## config.mk

```make
export PLATFORM = sky130hd
export DESIGN_NAME = led_multi
export DESIGN_NICKNAME = d
export VERILOG_FILES = /design/src/rtl/led_pkg.sv /design/src/rtl/led_chan.sv /design/src/rtl/led_multi.sv
export SDC_FILE = /design/constraint.sdc
export NUM_CORES = 1
export LEC_CHECK = 0
export BUFFER_PORTS_ARGS = -buffer_cell sky130_fd_sc_hd__buf_2
export CAP_MARGIN = 20
export CORE_MARGIN = 1.5
export CORE_UTILIZATION = 35
export CTS_CLUSTER_SIZE = 25
export DETAILED_ROUTE_END_ITERATION = 12
export GPL_TIMING_DRIVEN = 0
export PLACE_DENSITY_LB_ADDON = 0.2
export SKIP_CTS_REPAIR_TIMING = 1
export SLEW_MARGIN = 20
export SYNTH_ARGS = -nofsm -noshare
export SYNTH_HDL_FRONTEND = slang
export SYNTH_SLANG_ARGS = --single-unit
```

## constraint.sdc

```tcl
create_clock -name clk -period 3.4 [get_ports clk]
set_input_delay 0.17 -clock clk [delete_from_list [all_inputs] [get_ports clk]]
set_output_delay 0.17 -clock clk [all_outputs]
set_load 0.05 [all_outputs]
```

## src/rtl/led_pkg.sv

```systemverilog
// rtl/led_pkg.sv - shared types, mode constants and helpers for the LED sequencer
package led_pkg;

    typedef enum logic [1:0] {
        LED_IDLE = 2'd0,
        LED_ON   = 2'd1,
        LED_GAP  = 2'd2
    } led_state_t;

    localparam logic MODE_STRETCH = 1'b0;
    localparam logic MODE_COUNT   = 1'b1;

    // Ceiling log2 for elaboration-time width calculations
    function automatic int led_clog2(input int value);
        int r;
        r = 0;
        for (int i = 0; i < 31; i++) begin
            if ((1 << i) < value) begin
                r = i + 1;
            end
        end
        return r;
    endfunction

endpackage

```

## src/rtl/led_chan.sv

```systemverilog
// rtl/led_chan.sv - one LED channel: edge detect, flash/gap FSM, pending-blink counter
module led_chan
    import led_pkg::*;
#(
    parameter int ON_TICKS   = 40,
    parameter int OFF_TICKS  = 40,
    parameter int PEND_W     = 4,
    parameter int ACTIVE_LOW = 1
) (
    input  logic clk,
    input  logic reset,
    input  logic tick,
    input  logic trig,
    input  logic mode,
    output logic led,
    output logic busy
);

    localparam int TW = led_clog2(((ON_TICKS > OFF_TICKS) ? ON_TICKS : OFF_TICKS) + 1);
    localparam logic [TW-1:0]     ON_LD    = TW'(ON_TICKS);
    localparam logic [TW-1:0]     OFF_LD   = TW'(OFF_TICKS);
    localparam logic [TW-1:0]     TCNT_ONE = TW'(1);
    localparam logic [PEND_W-1:0] PEND_MAX = '1;
    localparam logic              LIT_LVL  = (ACTIVE_LOW != 0) ? 1'b0 : 1'b1;

    led_state_t        state, state_n;
    logic [TW-1:0]     tcnt, tcnt_n;
    logic [PEND_W-1:0] pend, pend_n;
    logic              trig_d;
    logic              edge_w;
    logic              count_w;
    logic              start_w;

    assign edge_w  = trig & ~trig_d;
    assign count_w = (mode == MODE_COUNT);

    // Next-state logic; a GAP that expires with work queued starts the next blink
    // directly so queued blinks repeat with no idle cycle in between
    always_comb begin
        state_n = state;
        tcnt_n  = tcnt;
        pend_n  = pend;
        start_w = 1'b0;
        case (state)
            LED_IDLE: begin
                start_w = edge_w || (pend != '0);
            end
            LED_ON: begin
                if (!count_w && edge_w) begin
                    tcnt_n = ON_LD;
                end else if (tick) begin
                    if (tcnt == TCNT_ONE) begin
                        if (count_w) begin
                            state_n = LED_GAP;
                            tcnt_n  = OFF_LD;
                        end else begin
                            state_n = LED_IDLE;
                        end
                    end else begin
                        tcnt_n = tcnt - TCNT_ONE;
                    end
                end
                if (count_w && edge_w && (pend != PEND_MAX)) begin
                    pend_n = pend + 1'b1;
                end
            end
            LED_GAP: begin
                if (tick && (tcnt == TCNT_ONE)) begin
                    if (count_w && (edge_w || (pend != '0))) begin
                        start_w = 1'b1;
                    end else begin
                        state_n = LED_IDLE;
                    end
                end else begin
                    if (tick) begin
                        tcnt_n = tcnt - TCNT_ONE;
                    end
                    if (count_w && edge_w && (pend != PEND_MAX)) begin
                        pend_n = pend + 1'b1;
                    end
                end
            end
            default: begin
                state_n = LED_IDLE;
            end
        endcase
        // A blink started from the queue consumes one entry unless a new edge refills it
        if (start_w) begin
            state_n = LED_ON;
            tcnt_n  = ON_LD;
            if ((pend != '0) && !edge_w) begin
                pend_n = pend - 1'b1;
            end
        end
        if (!count_w) begin
            pend_n = '0;
        end
    end

    // Channel registers; led and busy are taken from the next state so they track it exactly
    always_ff @(posedge clk) begin
        if (reset) begin
            trig_d <= 1'b0;
            state  <= LED_IDLE;
            tcnt   <= '0;
            pend   <= '0;
            led    <= ~LIT_LVL;
            busy   <= 1'b0;
        end else begin
            trig_d <= trig;
            state  <= state_n;
            tcnt   <= tcnt_n;
            pend   <= pend_n;
            led    <= (state_n == LED_ON) ? LIT_LVL : ~LIT_LVL;
            busy   <= (state_n != LED_IDLE) || (pend_n != '0);
        end
    end

endmodule

```

## src/rtl/led_multi.sv

```systemverilog
// rtl/led_multi.sv - multi-channel LED pulse stretcher / blink sequencer with shared time base
module led_multi
    import led_pkg::*;
#(
    parameter int NCH        = 4,
    parameter int CLK_DIV    = 1000,
    parameter int ON_TICKS   = 40,
    parameter int OFF_TICKS  = 40,
    parameter int PEND_W     = 4,
    parameter int ACTIVE_LOW = 1
) (
    input  logic           clk,
    input  logic           reset,
    input  logic [NCH-1:0] trig,
    input  logic [NCH-1:0] mode,
    output logic [NCH-1:0] led,
    output logic [NCH-1:0] busy
);

    localparam int DW = (led_clog2(CLK_DIV) < 1) ? 1 : led_clog2(CLK_DIV);
    localparam logic [DW-1:0] DIV_LAST = DW'(CLK_DIV - 1);

    logic [DW-1:0] div_cnt;
    logic          tick;

    // With CLK_DIV=1 the counter sits at 0 = DIV_LAST, so tick is permanently high
    assign tick = (div_cnt == DIV_LAST);

    // Free-running prescaler shared by every channel
    always_ff @(posedge clk) begin
        if (reset) begin
            div_cnt <= '0;
        end else if (tick) begin
            div_cnt <= '0;
        end else begin
            div_cnt <= div_cnt + 1'b1;
        end
    end

    for (genvar i = 0; i < NCH; i++) begin : g_chan
        led_chan #(
            .ON_TICKS   (ON_TICKS),
            .OFF_TICKS  (OFF_TICKS),
            .PEND_W     (PEND_W),
            .ACTIVE_LOW (ACTIVE_LOW)
        ) u_chan (
            .clk   (clk),
            .reset (reset),
            .tick  (tick),
            .trig  (trig[i]),
            .mode  (mode[i]),
            .led   (led[i]),
            .busy  (busy[i])
        );
    end

endmodule

```

### Word-level counts from Yosys, hierarchy flattened

Cells that the tools add are included.

| word-level totals | value |
|---|---|
| register bits | 70 |
| bits of input ports | 10 |

| operators by class | value |
|---|---|
| $add $sub $neg | 13 |
| equal/unequal tests | 53 |
| mux-type cells | 104 |
| bitwise operators | 8 |
| reduce and logical (&&, ||, !) cells | 77 |

Operator list:

| cell | number |
|---|---|
| 6-bit two-way mux | 28 |
| 4-bit two-way mux | 20 |
| 2-bit two-way mux | 28 |
| 6-bit case mux with 2 select lines | 4 |
| 5-bit AND reduction | 8 |
| 4-bit case mux with 2 select lines | 4 |
| 4-bit nonzero test | 8 |
| 3-bit by 2-bit != test with 1-bit output (second input constant) | 10 |
| 6-bit by 1-bit equality test with 1-bit output (second input constant) | 4 |
| 1-bit logical AND | 24 |
| 2-bit case mux with 3 select lines | 4 |
| 6-bit by 1-bit subtractor with 6-bit output (second input constant) | 4 |
| 5-bit by 3-bit != test with 1-bit output (second input constant) | 4 |
| 4-bit by 1-bit adder with 4-bit output (second input constant) | 4 |
| 2-bit by 1-bit equality test with 1-bit output (second input constant) | 8 |
| 4-bit by 3-bit != test with 1-bit output (second input constant) | 4 |
| 4-bit != test (second input constant) | 4 |
| 2-bit nonzero test | 8 |
| 4-bit by 1-bit subtractor with 4-bit output (second input constant) | 4 |
| 2-bit != test (second input constant) | 7 |
| 1-bit two-way mux | 12 |
| 4-bit by 2-bit != test with 1-bit output (second input constant) | 3 |
| 3-bit nonzero test | 4 |
| 10-bit by 1-bit adder with 10-bit output (second input constant) | 1 |
| 12 further kinds | 46 |

### Logic depth before layout (Yosys ltp)

| logic depth | value |
|---|---|
| depth after elaboration | 12 |
| gate-level depth with buffers | 11 |

### By module

From an unflattened synthesis, not the netlist that was laid out.

| unflattened totals | value |
|---|---|
| cell total of the unflattened synthesis | 612 |
| area, all modules | 5012.3 um2 |

By module, submodules not included:

| module | instances | cells each | area each (um2) | seq. area each (um2) |
|---|---|---|---|---|
| led_chan | 4 | 139 | 1124.8 | 300.3 |
| led_multi | 1 | 56 | 513.0 | 200.2 |

### Worst setup path before layout

Ideal clock, no wire load.

| timing | value |
|---|---|
| path type | register to register |
| start | reg g_chan[1].u_chan.tcnt[0] |
| end | reg g_chan[1].u_chan.busy |
| library setup time | 0.138 ns |
| arrival time | 2.333 ns |
| data required time | 3.262 ns |
| setup slack | 0.929 ns |
| stages on the path, launching flop included | 10 |
| path buffers | 1 |
| period minus slack after synthesis | 2.471 ns |
| path through | dfxtp_1 > ha_1 > or3b_1 > or4_1 > buf_6 > a221oi_2 > nand2b_1 > a311oi_1 > a211oi_2 > a41oi_2 |

| between the ends | value |
|---|---|
| cells in the longest elaborated chain, start to end | 9 |
| elaborated cells between the ends (all ways) | 18 |

RTL lines:

| element | line | RTL |
|---|---|---|
| start: declaration | led_chan.sv:27 | `logic [TW-1:0] tcnt, tcnt_n;` |
| start signal: assignment | led_chan.sv:112 | `tcnt <= tcnt_n;` |
| 6-bit by 1-bit equality test with 1-bit output * | led_chan.sv:52, led_chan.sv:68 |  |
| 1-bit logical AND | led_chan.sv:68 | `if (tick && (tcnt == TCNT_ONE)) begin` |
| 4-bit two-way mux | led_chan.sv:68 |  |
| 4-bit case mux with 2 select lines | led_chan.sv:44 | `case (state)` |
| 4-bit two-way mux | led_chan.sv:91 | `if ((pend != '0) && !edge_w) begin` |
| 4-bit two-way mux | led_chan.sv:88 | `if (start_w) begin` |
| 4-bit two-way mux | led_chan.sv:95 | `if (!count_w) begin` |
| 4-bit nonzero test | led_chan.sv:115 | `busy <= (state_n != LED_IDLE) \|\| (pend_n != '0);` |
| 1-bit logical OR * | led_chan.sv:115 |  |
| end signal: assignment | led_chan.sv:115 |  |
| end: declaration | led_chan.sv:16 | `output logic busy` |

Every way passes the cells marked *; elsewhere a longest branch is shown, timed or not.
A chain may end at the register's enable or synchronous reset.

### Final worst setup path

| timing | value |
|---|---|
| start | reg div_cnt[0] |
| end | reg g_chan[2].u_chan.busy |

| between the ends | value |
|---|---|
| cells in the longest elaborated chain, start to end | 9 |
| elaborated cells between the ends (all ways) | 17 |

RTL lines:

| element | line | RTL |
|---|---|---|
| start: declaration | led_multi.sv:23 | `logic [DW-1:0] div_cnt;` |
| start signal: assignment | led_multi.sv:36 | `div_cnt <= div_cnt + 1'b1;` |
| 10-bit equality test * | led_multi.sv:27 | `assign tick = (div_cnt == DIV_LAST);` |
| 1-bit logical AND | led_chan.sv:68 |  |
| 4-bit two-way mux | led_chan.sv:68 |  |
| 4-bit case mux with 2 select lines | led_chan.sv:44 |  |
| 4-bit two-way mux | led_chan.sv:91 |  |
| 4-bit two-way mux | led_chan.sv:88 |  |
| 4-bit two-way mux | led_chan.sv:95 |  |
| 4-bit nonzero test | led_chan.sv:115 |  |
| 1-bit logical OR * | led_chan.sv:115 |  |
| end signal: assignment | led_chan.sv:115 |  |
| end: declaration | led_chan.sv:16 |  |

Marked as above.

==> results.txt <==
final WL: 13100 um
Port Buffers: 17
DRC Markers: 0
htree depth: 3
Hold Path Class: input pin to flip-flop
fin crit period: 2790 ps
crit-path leading delay family: simple AND/OR/NAND/NOR gates
Final ANT Viol Nets: 0
CP max FO: 10
post-synth top area share: 0.281
pre-CTS setup slack: 667 ps
Syn Inst Count: 644
initial antenna violation count: 0
status: finished, final reports clean
clock root cell: clkbuf_16
Static Leak: 0.00206 uW
CP bufs+invs: 2
WL per Instance: 15.3 um
CTS max path bufs: 2
DR iter-0 viols: 229
number of distinct library cells after synthesis: 73
Final Net Count: 715
final setup margin: 613 ps
clock tree from TritonCTS: yes
Initial DRT Pass Iterations: 5
CTS buffer count: 9
VDD IR-drop max: 0.232 mV
endpoints failing setup: 0
Clk Latency, worst-skew pair: 340 ps
Synth top cells by count: dfxtp_1, nor2_1, a21oi_1, inv_1, nand2_1
max-slew violations: 0
Overall Global Routing Usage: 0.179
CP cell instances: ha_1 -> and4bb_2 -> and3_1 -> buf_2 -> buf_2 -> a41oi_1 -> a21oi_1 -> nor2_1 -> and2_1 -> a41oi_1
Synth area leader: dfxtp_1
sequential fraction of the synthesis area: 0.281
die height: 122 um
Initial Util: 0.360
footprint of the multi-input gates: 0.00327 mm^2
max cap viols: 0
Fmax achieved: 359 MHz
synth top area cells: dfxtp_1, ha_1, nor2_1
Fill cells: 1425
startpoint types: flip-flop
max_slew headroom: 0.515
I/O pins: 18
fin crit share: 0.820
largest net degree at the start of global routing: 11
clock sinks: 70
vias in the first global route: 4355
die area: 0.0150 mm^2
worst path arrival time: 3040 ps
Worst Skew: 7.61 ps
mapped cell area: 0.00499 mm^2
Syn Nets: 687
Reg area: 0.00140 mm^2
chip width: 122 um
unrepaired setup endpoints after global routing: false
vias per std cell: 5.60
core footprint: 0.0139 mm^2
CP required: 3650 ps
Clk pin slew, worst setup/hold paths: 50 ps
CP Capture Type: flip-flop
Slowest cell on crit path: a21oi_1
layout cell share with drive strength beyond 1: 0.0902
number of flops mapped to enable cells by yosys: 0
most frequent cell after synthesis: dfxtp_1
Area growth syn-to-layout: 11.2%
first-pass GRT wire length: 21400 um
critical path class: flip-flop to flip-flop
count of final hold-check violations: 0
Mean Syn Cell Area: 7.76 um^2
Ys Warns: 0
grt total ovfl: 0
setup TNS: 0 ps
Cell Pwr Density: 402 mW/mm^2
number of synthesized register bits: 70
Most used DFF post-synth: dfxtp_1
ant diodes: 0
Vias: 4791
routability cong.: 0.865
fraction of registers with async set/reset: 0
Rows: 43
Post-DP HPWL: 9300 um
Crit path largest cell delay: 400 ps
Worst-Margin Slew: 727 ps
==> area by class of cell <==
cell class,instances,share of cell area
Clock buffer,13,0.0432
Sequential cell,70,0.252
Tap cell,180,0.0405
Buffer,32,0.0293
Inverter,44,0.0297
Multi-Input combinational cell,498,0.588
Clock inverter,2,0.00180
Timing Repair Buffer,17,0.0153
==> metrics by stage <==
| step | power [uW] | hold WS (ps) | utilization | std cells | instance area, um^2 |
|---|---|---|---|---|---|
| 6_report | 2230 | 86.2 | 0.400 | 856 | 5560 |
| 5_1_grt | 2340 | 105 | 0.400 | 856 | 5560 |
| 4_1_cts | 2250 | 81.2 | 0.400 | 856 | 5560 |
| 3_5_place_dp | 1400 | 423 | 0.382 | 841 | 5310 |
| 3_3_place_gp | 1390 | 419 | 0.382 | 841 | 5310 |
| 2_1_floorplan | 1290 | 298 | - | 644 | 4990 |
==> flip-flops by register name (all words and copies together) (netlist names) <==
name,flops
g_chan.u_chan.led,4
div_cnt,10
g_chan.u_chan.trig_d,4
g_chan.u_chan.tcnt,24
g_chan.u_chan.state,8
g_chan.u_chan.busy,4
g_chan.u_chan.pend,16
==> path summary, 6_finish.rpt <==
check / start / endpoint / slack [ps] / depth (start not counted)
worst min-delay path: trig[1] / g_chan[1].u_chan.trig_d / 90 / 2
worst max register to register: div_cnt[0] / g_chan[2].u_chan.busy / 610 / 10
worst max-delay path: div_cnt[0] / g_chan[2].u_chan.busy / 610 / 10
worst min register to register: div_cnt[0] / div_cnt[0] / 460 / 1
==> cells in the final DEF, fill, tap and decap left out, types with 5 or more instances in the layout <==
cell type	n
a21oi_1	47
nand3b_1	6
xnor2_1	9
a211o_1	5
nor2b_1	14
nor4_1	7
o22ai_1	6
nor3_1	22
buf_4	8
o21ai_1	7
a41oi_1	6
o211ai_1	5
nand3_1	30
xor2_1	10
o21a_1	10
o21ai_0	22
and2_1	7
and3_1	13
dfxtp_1	70
clkbuf_16	9
a31oi_1	13
nand2_1	44
nor2_1	65
or3_1	9
clkbuf_1	23
nand4_1	5
a41o_1	5
ha_1	33
nor3b_1	8
inv_1	44
buf_2	21
nand2b_1	16
==> kinds of logic after synthesis <==
family | share of synthesized area
and+or+nand+nor | 0.296
AOI/OAI and AO/OA | 0.238
buffers and inverters | 0.0656
DFF | 0.281
adders and majority gates | 0.0827
xor gates and xnor gates | 0.0333
muxes | 0.00401
==> layer usage <==
metal | track usage | wire length (um) | vias to the layer above
met5 | 0 | 0 | -
met4 | 0.0814 | 277 | 0
met3 | 0.0186 | 604 | 19
met2 | 0.293 | 6050 | 139
met1 | 0.238 | 6200 | 2241
li1 | - | - | 2392
==> power by group <==
group / leakage, uW / internal, uW / switching [uW]
clock: 0.000123 / 488 / 358
sequential: 0.000572 / 872 / 47.4
combinational: 0.00136 / 177 / 290
total: 0.00206 / 1540 / 696
Note: power is estimated with default switching activity, not from simulation.
